File: src/rtl/cnm_sw_driver.sv
// cnm_sw_driver
// Host-side driver for the complex-multiplier switch/LED operand protocol.
// It takes one set of four signed operands through a valid/ready handshake.
// Each operand is played out on the controller switches as a data word with a
// strobe pulse. The real and imaginary result bytes are then read back from
// the controller LED bus.
//
// Ports:
//   clk         system clock, rising edge
//   nreset      asynchronous active-low reset
//   in_valid    operand set offered
//   in_ready    driver idle, operand set accepted when in_valid is also high
//   rea/ima/req/imq  operands, captured on in_valid & in_ready
//   sw_out      [7:0] data word, [8] strobe, to controller switch bits 8:0
//   led_in      controller LED bus
//   re_out      real result byte (product bits 14:7)
//   im_out      imaginary result byte (product bits 14:7)
//   out_valid   one-cycle pulse, results valid
//   echo_err    sticky flag, an operand echo on led_in mismatched
//
// HOLD is the length in cycles of every phase. The controller needs two
// cycles after a strobe edge to update the LEDs, plus one cycle to sample
// them, so HOLD must be at least 3 (legal range 3..255).
module cnm_sw_driver #(
  parameter int unsigned HOLD = 4
) (
  input  logic       clk,
  input  logic       nreset,
  input  logic       in_valid,
  output logic       in_ready,
  input  logic [7:0] rea,
  input  logic [7:0] ima,
  input  logic [7:0] req,
  input  logic [7:0] imq,
  output logic [8:0] sw_out,
  input  logic [7:0] led_in,
  output logic [7:0] re_out,
  output logic [7:0] im_out,
  output logic       out_valid,
  output logic       echo_err
);

  typedef enum logic [2:0] {
    IDLE,
    SETUP,
    ASSERT,
    RELEASE,
    RES_RE,
    RES_IM,
    FINISH
  } state_t;

  localparam logic [7:0] HOLD_LAST = 8'(HOLD - 1);

  state_t     state, state_n;
  logic [7:0] cnt, cnt_n;
  logic [1:0] k, k_n;
  logic [7:0] op [4];
  logic [8:0] sw_n;
  logic [7:0] data_n;
  logic       phase_end;
  logic       accept;

  assign in_ready  = (state == IDLE);
  assign out_valid = (state == FINISH) && phase_end;

  // Next-state logic. Every phase except IDLE lasts HOLD cycles: the counter
  // is loaded with HOLD-1 on entry, and the phase ends on the cycle it reads 0.
  always_comb begin
    state_n   = state;
    cnt_n     = cnt;
    k_n       = k;
    phase_end = (cnt == 8'd0);
    accept    = (state == IDLE) && in_valid;

    case (state)
      IDLE: begin
        if (in_valid) begin
          state_n = SETUP;
          cnt_n   = HOLD_LAST;
          k_n     = 2'd0;
        end
      end
      default: begin
        if (!phase_end) begin
          cnt_n = cnt - 8'd1;
        end else begin
          cnt_n = HOLD_LAST;
          case (state)
            SETUP:   state_n = ASSERT;
            ASSERT:  state_n = RELEASE;
            RELEASE: begin
              if (k == 2'd3) begin
                state_n = RES_RE;
              end else begin
                k_n     = k + 2'd1;
                state_n = SETUP;
              end
            end
            RES_RE:  state_n = RES_IM;
            RES_IM:  state_n = FINISH;
            default: begin
              state_n = IDLE;
              cnt_n   = 8'd0;
            end
          endcase
        end
      end
    endcase

    // The switch word is derived from the next state and then registered. As
    // a result it can only change where the state changes, which is on a
    // phase boundary. On accept the operands are not stored yet, so the first
    // word comes straight from the input.
    data_n = accept ? rea : op[k_n];
    case (state_n)
      SETUP, RELEASE: sw_n = {1'b0, data_n};
      ASSERT:         sw_n = {1'b1, data_n};
      RES_IM:         sw_n = 9'h100;
      default:        sw_n = 9'h000;
    endcase
  end

  // State, phase counter, operand index and the registered switch word.
  always_ff @(posedge clk or negedge nreset) begin
    if (!nreset) begin
      state  <= IDLE;
      cnt    <= 8'd0;
      k      <= 2'd0;
      sw_out <= 9'h000;
    end else begin
      state  <= state_n;
      cnt    <= cnt_n;
      k      <= k_n;
      sw_out <= sw_n;
    end
  end

  // Operand capture, echo checking and result capture. The LED bus is
  // sampled only on the last cycle of a phase, which gives the controller
  // time to settle. An echo mismatch is flagged but does not stop the
  // sequence.
  always_ff @(posedge clk or negedge nreset) begin
    if (!nreset) begin
      for (int i = 0; i < 4; i++) begin
        op[i] <= 8'd0;
      end
      echo_err <= 1'b0;
      re_out   <= 8'd0;
      im_out   <= 8'd0;
    end else begin
      if (accept) begin
        op[0]    <= rea;
        op[1]    <= ima;
        op[2]    <= req;
        op[3]    <= imq;
        echo_err <= 1'b0;
      end
      if ((state == ASSERT) && phase_end && (led_in != op[k])) begin
        echo_err <= 1'b1;
      end
      if ((state == RES_RE) && phase_end) begin
        re_out <= led_in;
      end
      if ((state == RES_IM) && phase_end) begin
        im_out <= led_in;
      end
    end
  end

endmodule

File: config.mk
export PLATFORM = sky130hd
export DESIGN_NAME = cnm_sw_driver
export DESIGN_NICKNAME = d
export VERILOG_FILES = /design/src/rtl/cnm_sw_driver.sv
export SDC_FILE = /design/constraint.sdc
export NUM_CORES = 1
export LEC_CHECK = 0
export BUFFER_PORTS_ARGS = -buffer_cell sky130_fd_sc_hd__buf_2
export CORE_AREA = 3 3 85 87
export DETAILED_ROUTE_END_ITERATION = 6
export DIE_AREA = 0 0 88 90
export PLACE_DENSITY = 0.87
export SYNTH_ARGS = -nofsm -noshare
export SYNTH_HDL_FRONTEND = slang
export SYNTH_SLANG_ARGS = --single-unit
File: constraint.sdc
create_clock -name clk -period 2.5 [get_ports clk]
set_clock_uncertainty 0.15 [all_clocks]
set_input_delay 0 -clock clk [delete_from_list [all_inputs] [get_ports clk]]
set_output_delay 0 -clock clk [all_outputs]
set_load 0.02 [all_outputs]
==> summary by stage, run 1 <==
Clock network
The clock transition time at the flip-flop clock pins of the worst setup and hold paths is around 0.080 ns. The clock passes through at most 2 buffers. The maximum level of the CTS H-tree is 3.

The buffer cell driving the clock tree root is clkbuf_8. The number of buffers added by the clock tree synthesis step is 9. For the worst-skew pair, the clock arrives at the later sink with an insertion delay of approximately 0.36 ns.

The clock net sink count is 71. The CTS tree is built.

Worst setup path
For this design, the slowest cell found on the critical path is nor4b_4. The critical path buffer and inverter count is 1. The end of the worst register-to-register path is sw_out[7]. The worst setup path is launched from a flop.

In this run the worst path has a maximum fanout of 8. On the worst path, the slowest cell contributes a delay of 0.43 ns. The launch point of the worst reg-to-reg path is cnt[1]. The kind of cell with the highest combined delay along the critical path is simple AND/OR/NAND/NOR gates. The worst register-to-register path has a setup slack of approximately 0.14 ns. The type of the worst setup path is reg2reg. The number of cell instances on the worst register-to-register path is 7. For the worst setup path, the data arrival time is ~2.4 ns.

The critical path goes through inv_1 > ha_1 > nor4b_4 > nand2_1 > nor3_1 > or3_1 > o31ai_1. Data on the critical path is required at its endpoint by between 2 and 3 ns. The element type at the critical path end is a flop.

STA
Setup violations remaining at the end of the flow were counted as 0. The number of hold-slack violations in the final timing report is 0. The measured slew at the worst slew-check pin is 0.766 ns.

Dividing the final minimum period by the clock period gives around 94%. For the final routed database, the setup TNS stands at 0 ns. The final-report max-slew violation count is 0. Based on the critical path, the design can be clocked at up to between 400 and 500 MHz. The worst hold slack after final layout is 0.104 ns. The relative slew slack is between 40% and 50%. The clock period minus final worst setup slack is about 2.4 ns.

Logic synthesis
In this run the mean area of a mapped cell was between 10 and 15 µm². During synthesis, Yosys emitted a total of 0 warnings. The synthesized area is 0.00358 mm². The top-area cell type share of the netlist area is between 40% and 50%. The biggest area contributor in the post-synthesis netlist is dfrtp_1. The synthesized design contains approximately 70 register bits.

Counting flops with a built-in enable in the synthesized netlist gives 0. Ranked by total cell area, the synthesized netlist is headed by dfrtp_1 (50%), nand2_1 (11%), mux2_2 (5.3%). Counting every net in the synthesized netlist gives a little under 400. For this run, the leading register cell type out of synthesis is dfrtp_1.

After synthesis, the share of flip-flops with an asynchronous set or reset is 100%. The fraction of the yosys area taken by sequential cells is around 50%. The number of distinct library cells after synthesis is 44. After synthesis, the most frequently instantiated cells are nand2_1 (107), dfrtp_1 (71), mux2_2 (17), and3_1 (16), nor2_1 (14). The most frequent cell after synthesis is nand2_1. Synthesis produced between 300 and 400 cells.

Drt
The first detailed-routing pass took 6 iterations. The detailed router's first-iteration violation count is slightly above 300. The residual antenna-violating net count after detailed routing is 0. The detailed-route DRC error count is 0.

The via total after detailed routing is about 3100. The final layout contains routed wiring with a total length of between 9 and 10 mm. In the routed layout, each cell is associated on average with a via count of 5.66. In the final routed layout, each cell accounts on average for around 17 µm.

Floorplanning
The area of the die is ~0.0079 mm². The initial cell density of the core is a little under three fifths. The region available for standard cell placement spans 0.00642 mm². The floorplan die height is 90 µm. The number of core rows is 29. approximately 70 I/O pins were placed. The floorplan die width is 88 µm.

Global route
The first global-routing pass estimated around 15 mm of wire. The aggregate global routing overflow is 0. Entering global routing, the biggest net connects between 40 and 50 pins. The via count of the first global-routing pass came to roughly 3100.

The overall global routing resource usage is around 24%. The initial antenna violation count is 0.

Power and ir drop
The power density over the cells is between 500 and 600 mW/mm². The analysis attributes to cell leakage a power of around 2.4 nW. The final total power is roughly 0.0024 W. The worst-case IR drop observed on VDD is about 0.37 mV.

Finish
The signed area change from the synthesized netlist to the final layout is 30.8%. The final layout contains approximately 510 nets. Of the cells placed in the final design, the portion with a size suffix greater than 1 is approximately 30%. The post-route core utilization is between 70% and 80%. The repair_antennas step left the layout with diodes totalling 0.

The count of placed standard cells in the final layout, fillers left out is between 500 and 600.

Placed design
During placement, the flow inserted port buffers numbering 70. The congestion estimate from routability-driven global placement came to roughly 0.85. The number of instances in the placed design is 488.

Detailed placement finished with a half-perimeter wire length of approximately 5.9 mm.

Hold path
The tightest min-delay check is of the in2async type.

Status
The flow ran to the end, and the final reports show no timing, DRC or antenna violations.

Flow run
Max-cap violations in this run came to 0.
## report_power, final
part	switching [W]	internal, W
clock	0.000455	0.000565
sequential	0.00000640	0.00116
combinational	0.0000755	0.0000924
## layout by cell type (no fill, tap or decap), types with 2 or more instances in the layout
master / netlist / routed
a211oi_1: 13 / 13
a211oi_2: 3 / 3
a21oi_1: 9 / 9
and2_1: 2 / 2
and3_1: 16 / 16
buf_12: 0 / 2
buf_2: 9 / 70
buf_4: 0 / 9
bufinv_16: 0 / 2
clkbuf_8: 0 / 9
clkinv_2: 0 / 2
clkinv_4: 1 / 3
dfrtp_1: 71 / 71
dlygate4sd3_1: 0 / 42
ha_1: 2 / 2
inv_1: 6 / 6
mux2_2: 17 / 17
mux4_2: 8 / 8
nand2_1: 107 / 107
nand3_1: 2 / 2
nand3_4: 2 / 2
nand4_1: 3 / 3
nor2_1: 14 / 14
nor3_1: 4 / 4
o21ai_0: 9 / 9
o31ai_1: 8 / 8
o31ai_2: 3 / 3
or3_1: 4 / 4
xnor2_1: 10 / 10
## cells by family after synthesis
logic type | share of synthesized area (%)
and+or+nand+nor | 21.9
DFF | 49.6
AOI/OAI and AO/OA | 10.8
muxes | 10.8
buffers and inverters | 3.74
xor gates and xnor gates | 2.44
adders and majority gates | 0.698
## final cells by class
class	count	area, µm²
clock buffer	9	124
inverter	7	31.3
fill	445	1740
timing repair buffer	123	878
clock inverter	7	96.3
sequential	71	1780
multi-input combinational	254	1680
tap	77	96.3
## flip-flops by register name, summed over array words and instances (netlist names)
name / flops
sw_out: 9
im_out: 8
re_out: 8
k: 2
op: 32
echo_err: 1
state: 3
cnt: 8
## worst max-delay path by stage
stage               startpoint  depth (start not counted)  slack [ns]   endpoint
finish                  cnt[1]                          7        0.14  sw_out[7]
global route            cnt[1]                          7       -0.04  sw_out[7]
CTS                     cnt[0]                          7        0.12  sw_out[3]
detailed placement      cnt[0]                          7        0.14  sw_out[3]
global placement        cnt[0]                          7        0.24  sw_out[1]
floorplan               cnt[0]                          8        0.46  sw_out[1]
## metrics by stage
step           cell area (µm²)  setup WS [ns]
3_3_place_gp              4010          0.238
6_report                  4690          0.143
4_1_cts                   4650          0.123
3_5_place_dp              4010          0.142
2_1_floorplan             3580          0.462
5_1_grt                   4690        -0.0353
## metal layers
layer / vias to the layer above / GRT usage (%) / part of all wire (%)
met5: - / 0 / 0
met4: 0 / 9.72 / 1.9
met3: 14 / 3.38 / 6.4
met2: 115 / 39.3 / 50
met1: 1524 / 32.0 / 42
li1: 1450 / - / -
## worst reg2reg max path, delay by kind of cell, from the launching register on
| kind | cells | cell delay [ns] |
|---|---|---|
| AO/OA/AOI/OAI | 1 | 0.16 |
| adder cells (fa/ha/maj) | 1 | 0.19 |
| buffers and inverters | 1 | 0.10 |
| flip-flops | 1 | 0.39 |
| AND/OR/NAND/NOR | 4 | 1.24 |
## repair_timing
action,in CTS,in global routing
hold buffers,42,0
setup endpoints to repair,0,8
setup buffers,0,2
hold endpoints to repair,92,0
resized for setup,0,2
Note: power is estimated with default switching activity, not from simulation.
==> run 2, diff against run 1 <==
--- a/config.mk
+++ b/config.mk
@@ -6,10 +6,10 @@
 export NUM_CORES = 1
 export LEC_CHECK = 0
 export BUFFER_PORTS_ARGS = -buffer_cell sky130_fd_sc_hd__buf_2
-export CORE_AREA = 3 3 85 87
+export CORE_AREA = 3 3 89 91
 export DETAILED_ROUTE_END_ITERATION = 6
-export DIE_AREA = 0 0 88 90
-export PLACE_DENSITY = 0.87
+export DIE_AREA = 0 0 92 94
+export PLACE_DENSITY = 0.84
 export SYNTH_ARGS = -nofsm -noshare
 export SYNTH_HDL_FRONTEND = slang
 export SYNTH_SLANG_ARGS = --single-unit
==> constraint.sdc (replaced) <==
create_clock -name clk -period 2 [get_ports clk]
set_clock_uncertainty 0.15 [all_clocks]
set_input_delay 0 -clock clk [delete_from_list [all_inputs] [get_ports clk]]
set_output_delay 0 -clock clk [all_outputs]
set_load 0.02 [all_outputs]
==> summary by stage, run 2 (synthesis results as in run 1) <==
Status
The run finished, with violations left. The final reports fail on setup timing.

Clock network
The buffer cell driving the clock tree root is clkbuf_8. The number of buffers added by the clock tree synthesis step came to 9 (unchanged). The clock transition time at the flip-flop clock pins of the worst setup and hold paths is 0.08 ns (about the same). The maximum level of the CTS H-tree was 3 (unchanged). The insertion delay to the later sink of the worst-skew pair came to 0.35 ns (about the same). The maximum clock path buffer count was 2 (unchanged). The CTS tree is built. The clock net sink count is 71 (unchanged).

STA
The clock period minus final worst setup slack is 2.17 ns (-0.190 ns). The relative slew slack came to 60.3% (+11 points). The share of the clock period used by the worst path after layout is 108% (+14 points). The final setup violation count is 17 (+17). The highest achievable clock rate is 461 MHz (+8.8%).

The worst setup margin is -0.167 ns (-0.310 ns). The measured slew at the worst slew-check pin is 0.595 ns (-0.172 ns). The final-report max-slew violation count is 0 (unchanged). The number of hold-slack violations in the final timing report was 0 (unchanged). Setup repair after global routing could not meet its margin everywhere.

Drt
The detailed router's first-iteration violation count was 213 (-30%). The average routed wire per standard cell is 17.7 µm (+6.2%). The aggregate routed wire length was 10.5 mm (+15%). The detailed-route DRC error count is 0 (unchanged). The via density per instance is 5.53 (-2.4%). The residual antenna-violating net count after detailed routing is 0 (unchanged).

The number of optimization iterations in the first detailed-route pass was 5 (-1). The via total after detailed routing is 3277 (+5.6%).

Flow run
The max capacitance violation total is 0 (unchanged).

Floorplanning
The number of top-level pins is 71 (unchanged). The standard cell core area came to 0.00721 mm² (+12%). The area of the die is 0.00865 mm² (+9.2%). The initial cell density of the core is 49.7% (-6.1 points). The number of core rows is 31 (+6.9%). The floorplan die width was 92 µm (+4.5%). The floorplan die height was 94 µm (+4.4%).

Worst setup path
The launch point of the worst reg-to-reg path is cnt[0]. In this run the critical register-to-register path is captured at sw_out[1]. The required time of the worst setup path is 2.09 ns (-0.49 ns). The top fanout value on the critical path came to 4 (-4). The type of the worst setup path is reg2reg. The launch point of the worst path is cnt[0]. The register-to-register setup slack was -0.17 ns (-0.31 ns). The arrival time of the worst setup path came to 2.25 ns (-0.19 ns).

The element type at the critical path end is a flop. The number of cell instances on the worst register-to-register path is 7 (unchanged). The end of the critical path is sw_out[1]. The launching element type of the critical path is a flop.

Finish
The count of placed standard cells in the final layout, fillers left out is 593 (+8.2%). From synthesis to final layout, the design area changed by 42.7%. The most flop-heavy register is op.

The total of fill cells in the finished design is 517 (+16%). The cell area after layout was 0.00511 mm² (+9.1%). The share of post-route cells with drive strength above 1 is 36.6% (+6.9 points). The number of antenna repair diodes is 0 (unchanged). The layout net count is 534 (+4.5%). The top cell types in the final layout, fill and taps aside, are nand2_1 (107), dfrtp_1 (71), buf_2 (70). The number of flip-flops in the largest register is 32 (unchanged). In the final layout, the registers with the most flip-flops are op: 32 flops, sw_out: 9 flops. Leaving out fill and tap cells, the most frequent cell in the layout is nand2_1. The post-route core utilization is 70.9% (-2.1 points).

Global route
The first-pass GRT wire length was 16.3 mm (+8.8%). The aggregate global routing overflow is 0 (unchanged). The largest net degree at the start of global routing came to 48 (+17%). The overall global routing resource usage is 24.1% (+0.050 points). The initial antenna violation count is 0 (unchanged).

The via count of the first global-routing pass is 3324 (+6.1%).

Power and ir drop
The power density over the cells is 556 mW/mm² (+11%). The leakage dissipation came to 2.51 nW (+4.8%). The worst IR drop on VDD is 0.385 mV (+5.1%).

Placed design
The number of instances in the placed design came to 528 (+8.2%). The count of input and output buffers was 70 (unchanged). The area of placed instances is 0.00423 mm² (+5.7%). The last weighted congestion value of the routability-driven placer is 0.864 (+1.7%). The placed wire-length estimate after detailed placement was 6.33 mm (+8.0%). The pre-CTS setup slack is -0.180 ns (-0.322 ns).

Hold path
The tightest min-delay check is of the in2async type.
[run 2: power breakdown]
group	total, W	internal [W]	switching (W)
sequential	0.00146	0.00145	0.00000749
combinational	0.000209	0.000116	0.0000935
clock	0.00117	0.000580	0.000594
[run 2: metal layers]
metal | share of wire (%) | global-route usage [%] | up-vias
met4 | 3.7 | 10.0 | 0
met1 | 40 | 31.0 | 1606
met2 | 50 | 40.6 | 152
li1 | - | - | 1487
met3 | 6.3 | 4.09 | 32
met5 | 0 | 0 | -
[run 2: worst min path at each step]
stage                        end  slack, ns  cells after the start
after floorplan           cnt[0]      -0.45                      0
after global placement    op[12]      -0.11                      1
after detailed placement  op[12]      -0.12                      1
after CTS                 op[18]       0.04                      2
after global routing      op[18]        0.1                      2
final                      op[6]       0.03                      2
[run 2: worst max-delay path: stages, from the launching register on]
cell and delay [ns]:
dfrtp_1 0.40, inv_2 0.09, ha_4 0.13, nor4b_4 0.31, nand3_4 0.16, mux2_4 0.39
a211oi_4 0.29, o31ai_2 0.11
[run 2: layout make-up]
type / count / area (µm²) / share of cell area [%]
repair inverters: 1 / 8.76 / 0.171
well taps: 99 / 124 / 2.42
inverters: 7 / 38.8 / 0.759
multi-input cells: 255 / 1880 / 36.7
clock buffers: 9 / 124 / 2.42
repair buffers: 144 / 1090 / 21.3
clock inverters: 7 / 71.3 / 1.40
flip-flops and latches: 71 / 1780 / 34.8
[run 2: repair_timing]
action	in CTS	in global routing
setup buffers	2	3
setup endpoints to repair	27	51
pin swaps	4	6
hold endpoints to repair	132	0
cloned	1	2
gates resized for setup	20	14
hold buffers	42	0
[run 2: per-stage QoR]
step           power [W]  hold slack, ns  setup TNS, ns
3_5_place_dp     0.00163          -0.116          -2.08
2_1_floorplan    0.00153          -0.446        -0.0688
6_report         0.00284          0.0285          -1.78
3_3_place_gp     0.00163          -0.115         -0.763
5_1_grt          0.00294          0.0983          -4.40
4_1_cts          0.00284          0.0364          -1.72
==> run 3, diff against run 2 <==
--- a/config.mk
+++ b/config.mk
@@ -5,10 +5,11 @@
 export SDC_FILE = /design/constraint.sdc
 export NUM_CORES = 1
 export LEC_CHECK = 0
+export ABC_AREA = 1
 export BUFFER_PORTS_ARGS = -buffer_cell sky130_fd_sc_hd__buf_2
-export CORE_AREA = 3 3 89 91
+export CORE_AREA = 3 3 91 93
 export DETAILED_ROUTE_END_ITERATION = 6
-export DIE_AREA = 0 0 92 94
+export DIE_AREA = 0 0 94 96
 export PLACE_DENSITY = 0.84
 export SYNTH_ARGS = -nofsm -noshare
 export SYNTH_HDL_FRONTEND = slang
==> summary by stage, run 3 <==
Clock network
The number of buffers added by the clock tree synthesis step is 9 (unchanged). The maximum level of the CTS H-tree is 3 (unchanged). The clock transition time at the flip-flop clock pins of the worst setup and hold paths was 0.08 ns (about the same). The insertion delay to the later sink of the worst-skew pair is 0.35 ns (about the same). The clock net sink count came to 71 (unchanged). The CTS tree is built.

The root buffer cell chosen for the clock tree is clkbuf_8. The maximum clock path buffer count was 2 (unchanged).

Global route
The aggregate global routing overflow came to 0 (unchanged). The largest net degree at the start of global routing is 72 (+50%). The overall global routing resource usage came to 23.0% (-1.2 points).

The first-pass GRT wire length is 16.2 mm (about the same). The met2 global-route usage was 38.0% (-2.6 points). The initial antenna violation count came to 0 (unchanged). The met1 usage is 29.3% (-1.7 points). The layer carrying the most global-route usage is met2.

The met3 usage in global routing is 4.53% (+0.45 points). The via count of the first global-routing pass is 3559 (+7.1%).

Worst setup path
The required time of the worst setup path was 2.13 ns (+0.04 ns). The setup path with the least slack is of type reg2reg. The register-to-register setup slack is 0.06 ns (+0.23 ns). The arrival time of the worst setup path is 2.07 ns (-0.18 ns).

The element type at the critical path end is a flop. The top fanout value on the critical path is 9 (+5). The number of cell instances on the worst register-to-register path came to 12 (+5). The launch point of the worst reg-to-reg path is cnt[2]. The endpoint identified for the worst register-to-register timing path is sw_out[7].

The worst setup path is launched from a flop.

Placed design
The placed wire-length estimate after detailed placement is 6.54 mm (+3.3%). The last weighted congestion value of the routability-driven placer is 0.921 (+6.6%). The number of instances in the placed design is 643 (+22%).

The count of input and output buffers is 70 (unchanged).

Finish
Leaving out fill and tap cells, the most frequent cells in the layout are nand2_1 (125), buf_2 (70), dfrtp_1 (67). The register with the most flip-flops in the final layout is op. The post-route core utilization is 66.6% (-4.3 points). The total of fill cells in the finished design was 594 (+15%).

The number of flip-flops in the largest register is 32 (unchanged). The count of placed standard cells in the final layout, fillers left out came to 709 (+20%). The share of post-route cells with drive strength above 1 is 26.9% (-9.8 points). The area growth from synthesis to layout is 34.7%.

In the final layout, the registers with the most flip-flops are op: 32 flops, sw_out: 9 flops. The most frequent standard cell in the layout excluding fill and tap cells is nand2_1. The layout net count is 648 (+21%). The number of antenna repair diodes is 0 (unchanged).

Floorplanning
The initial cell density of the core came to 49.4% (-0.23 points). The number of core rows is 32 (+3.2%). The floorplan die width is 94 µm (+2.2%). The floorplan die height is 96 µm (+2.1%). The standard cell core area was 0.00761 mm² (+5.4%). The area of the die came to 0.00902 mm² (+4.3%). The number of top-level pins is 71 (unchanged).

Hold path
The tightest min-delay check is of the in2async type.

Logic synthesis
The register bit count reported by yosys is 71 (unchanged). The fraction of the yosys area taken by sequential cells is 47.3% (-2.3 points). The top cell type by total area after synthesis is dfrtp_1.

The share of flip-flops with an asynchronous set or reset after synthesis is 100% (unchanged). The count of warnings emitted by yosys came to 0 (unchanged). The synthesized area is 0.00376 mm² (+5.0%). The top-area cell type share of the netlist area is 47.3% (-2.3 points). The synthesized area divided by synthesized cell count is 7.98 µm² (-22%). The dominant synthesized flop cell is dfrtp_1. The number of distinct library cells after synthesis is 34 (-23%). The synthesized instance count is 471 (+35%). The number of enable-type register cells in the synthesized netlist is 0 (unchanged). The net count after synthesis is 516 (+31%).

Ranked by instance count, the synthesized netlist is headed by nand2_1 (127), dfrtp_1 (71), o21ai_0 (57), inv_1 (55), nand3_1 (38). The most common cell in the synthesized netlist is nand2_1. Sorting the synthesized cells by area gives the leading types as dfrtp_1 (47%), nand2_1 (13%), o21ai_0 (7.6%).

Power and ir drop
The power density over the cells was 587 mW/mm² (+5.7%). The worst IR drop on VDD is 0.443 mV (+15%). The final total power is 0.00297 W (+4.7%).

The leakage dissipation is 2.58 nW (+2.8%).

Drt
The number of optimization iterations in the first detailed-route pass is 5 (unchanged). The detailed-route DRC error count is 0 (unchanged). The via density per instance is 5.10 (-7.8%).

The aggregate routed wire length is 9.93 mm (-5.3%). The residual antenna-violating net count after detailed routing is 0 (unchanged). The detailed router's first-iteration violation count is 268 (+26%).

The via total after detailed routing is 3614 (+10%). The average routed wire per standard cell is 14.0 µm (-21%).

STA
The measured slew at the worst slew-check pin is 0.365 ns (-0.230 ns). The number of hold-slack violations in the final timing report is 0 (unchanged). The final-report max-slew violation count is 0 (unchanged).

The share of the clock period used by the worst path after layout is 96.9% (-11 points). The clock period minus final worst setup slack was 1.94 ns (-0.228 ns). The highest achievable clock rate is 516 MHz (+12%).

The relative slew slack came to 75.5% (+15 points). The worst hold slack after final layout is 0.0447 ns (+0.0162 ns). The final setup violation count is 0 (-17).

Flow run
The max capacitance violation total came to 0 (unchanged).

Status
The run finished with clean final reports.
==> run 3: cell types whose count changed after synthesis, sizes merged, moves of 18 or more <==
cell / before / now
nand2: 108 / 142
mux2: 18 / 0
nand3: 4 / 39
inv: 6 / 60
o21ai: 10 / 59
==> run 3: kinds of logic after synthesis <==
| family | synth area share, % |
|---|---|
| simple gates | 28.6 |
| flops | 47.3 |
| xor+xnor | 3.03 |
| buf+inv | 8.72 |
| compound gates | 11.8 |
| fa+ha+maj | 0.665 |
==> run 3: area by class of cell <==
type / instances / area, µm² / area share [%]
clock buffer: 12 / 155 / 3.06
clock inverter: 3 / 42.5 / 0.840
inverter: 60 / 225 / 4.45
multi-input combinational: 323 / 1740 / 34.3
sequential: 71 / 1780 / 35.2
tap: 102 / 128 / 2.52
timing repair buffer: 138 / 995 / 19.6
==> run 3: worst max-delay path by stage <==
stage,from,end,slack (ns),cells past startpoint
4_1_cts,cnt[0],re_out[4],-0.03,9
3_5_place_dp,cnt[0],re_out[4],-0.03,9
2_1_floorplan,cnt[0],sw_out[0],0.19,13
3_3_place_gp,cnt[1],re_out[6],0.11,9
5_1_grt,cnt[1],im_out[3],-0.04,8
6_report,cnt[2],sw_out[7],0.06,12
==> run 3: where the power goes <==
group / internal (W) / switching (W) / leakage (nW)
logic: 0.000144 / 0.000157 / 1.72
registers: 0.00148 / 0.0000236 / 0.758
clock network: 0.000636 / 0.000530 / 0.0985
==> run 3: worst max-delay path, stage by stage (launching register included) <==
cell and delay [ns]:
dfrtp_1 0.44, nor2_4 0.14, nand2_2 0.12, inv_1 0.10
nand3_1 0.10, nand2_2 0.13, nand2_8 0.10, buf_12 0.15
nand3b_1 0.10, nand3_1 0.12, nand3_2 0.08, nand2_1 0.05
nor2_1 0.08
==> run 3: per-layer routing <==
| layer | share of wire, % | wire, µm | vias up |
|---|---|---|---|
| li1 | - | - | 1763 |
| met1 | 42 | 4220 | 1676 |
| met2 | 50 | 4930 | 159 |
| met3 | 6.3 | 623 | 16 |
| met4 | 1.6 | 163 | 0 |
| met5 | 0 | 0 | - |
==> run 3: stage by stage <==
step	setup TNS [ns]	setup slack [ns]	instance area, µm²
4_1_cts	-0.0273	-0.0273	4930
3_5_place_dp	-0.0489	-0.0260	4300
5_1_grt	-0.122	-0.0408	5060
6_report	0	0.0614	5060
2_1_floorplan	0	0.186	3760
3_3_place_gp	0	0.106	4300
==> run 3: what timing repair did <==
action / 4_1_cts / 5_1_grt
resized for setup: 3 / 19
hold buffers: 42 / 0
endpoints found under the setup margin: 10 / 25
cloned: 0 / 1
endpoints found under the hold margin: 136 / 0
setup buffers: 0 / 8
pin swaps: 1 / 15
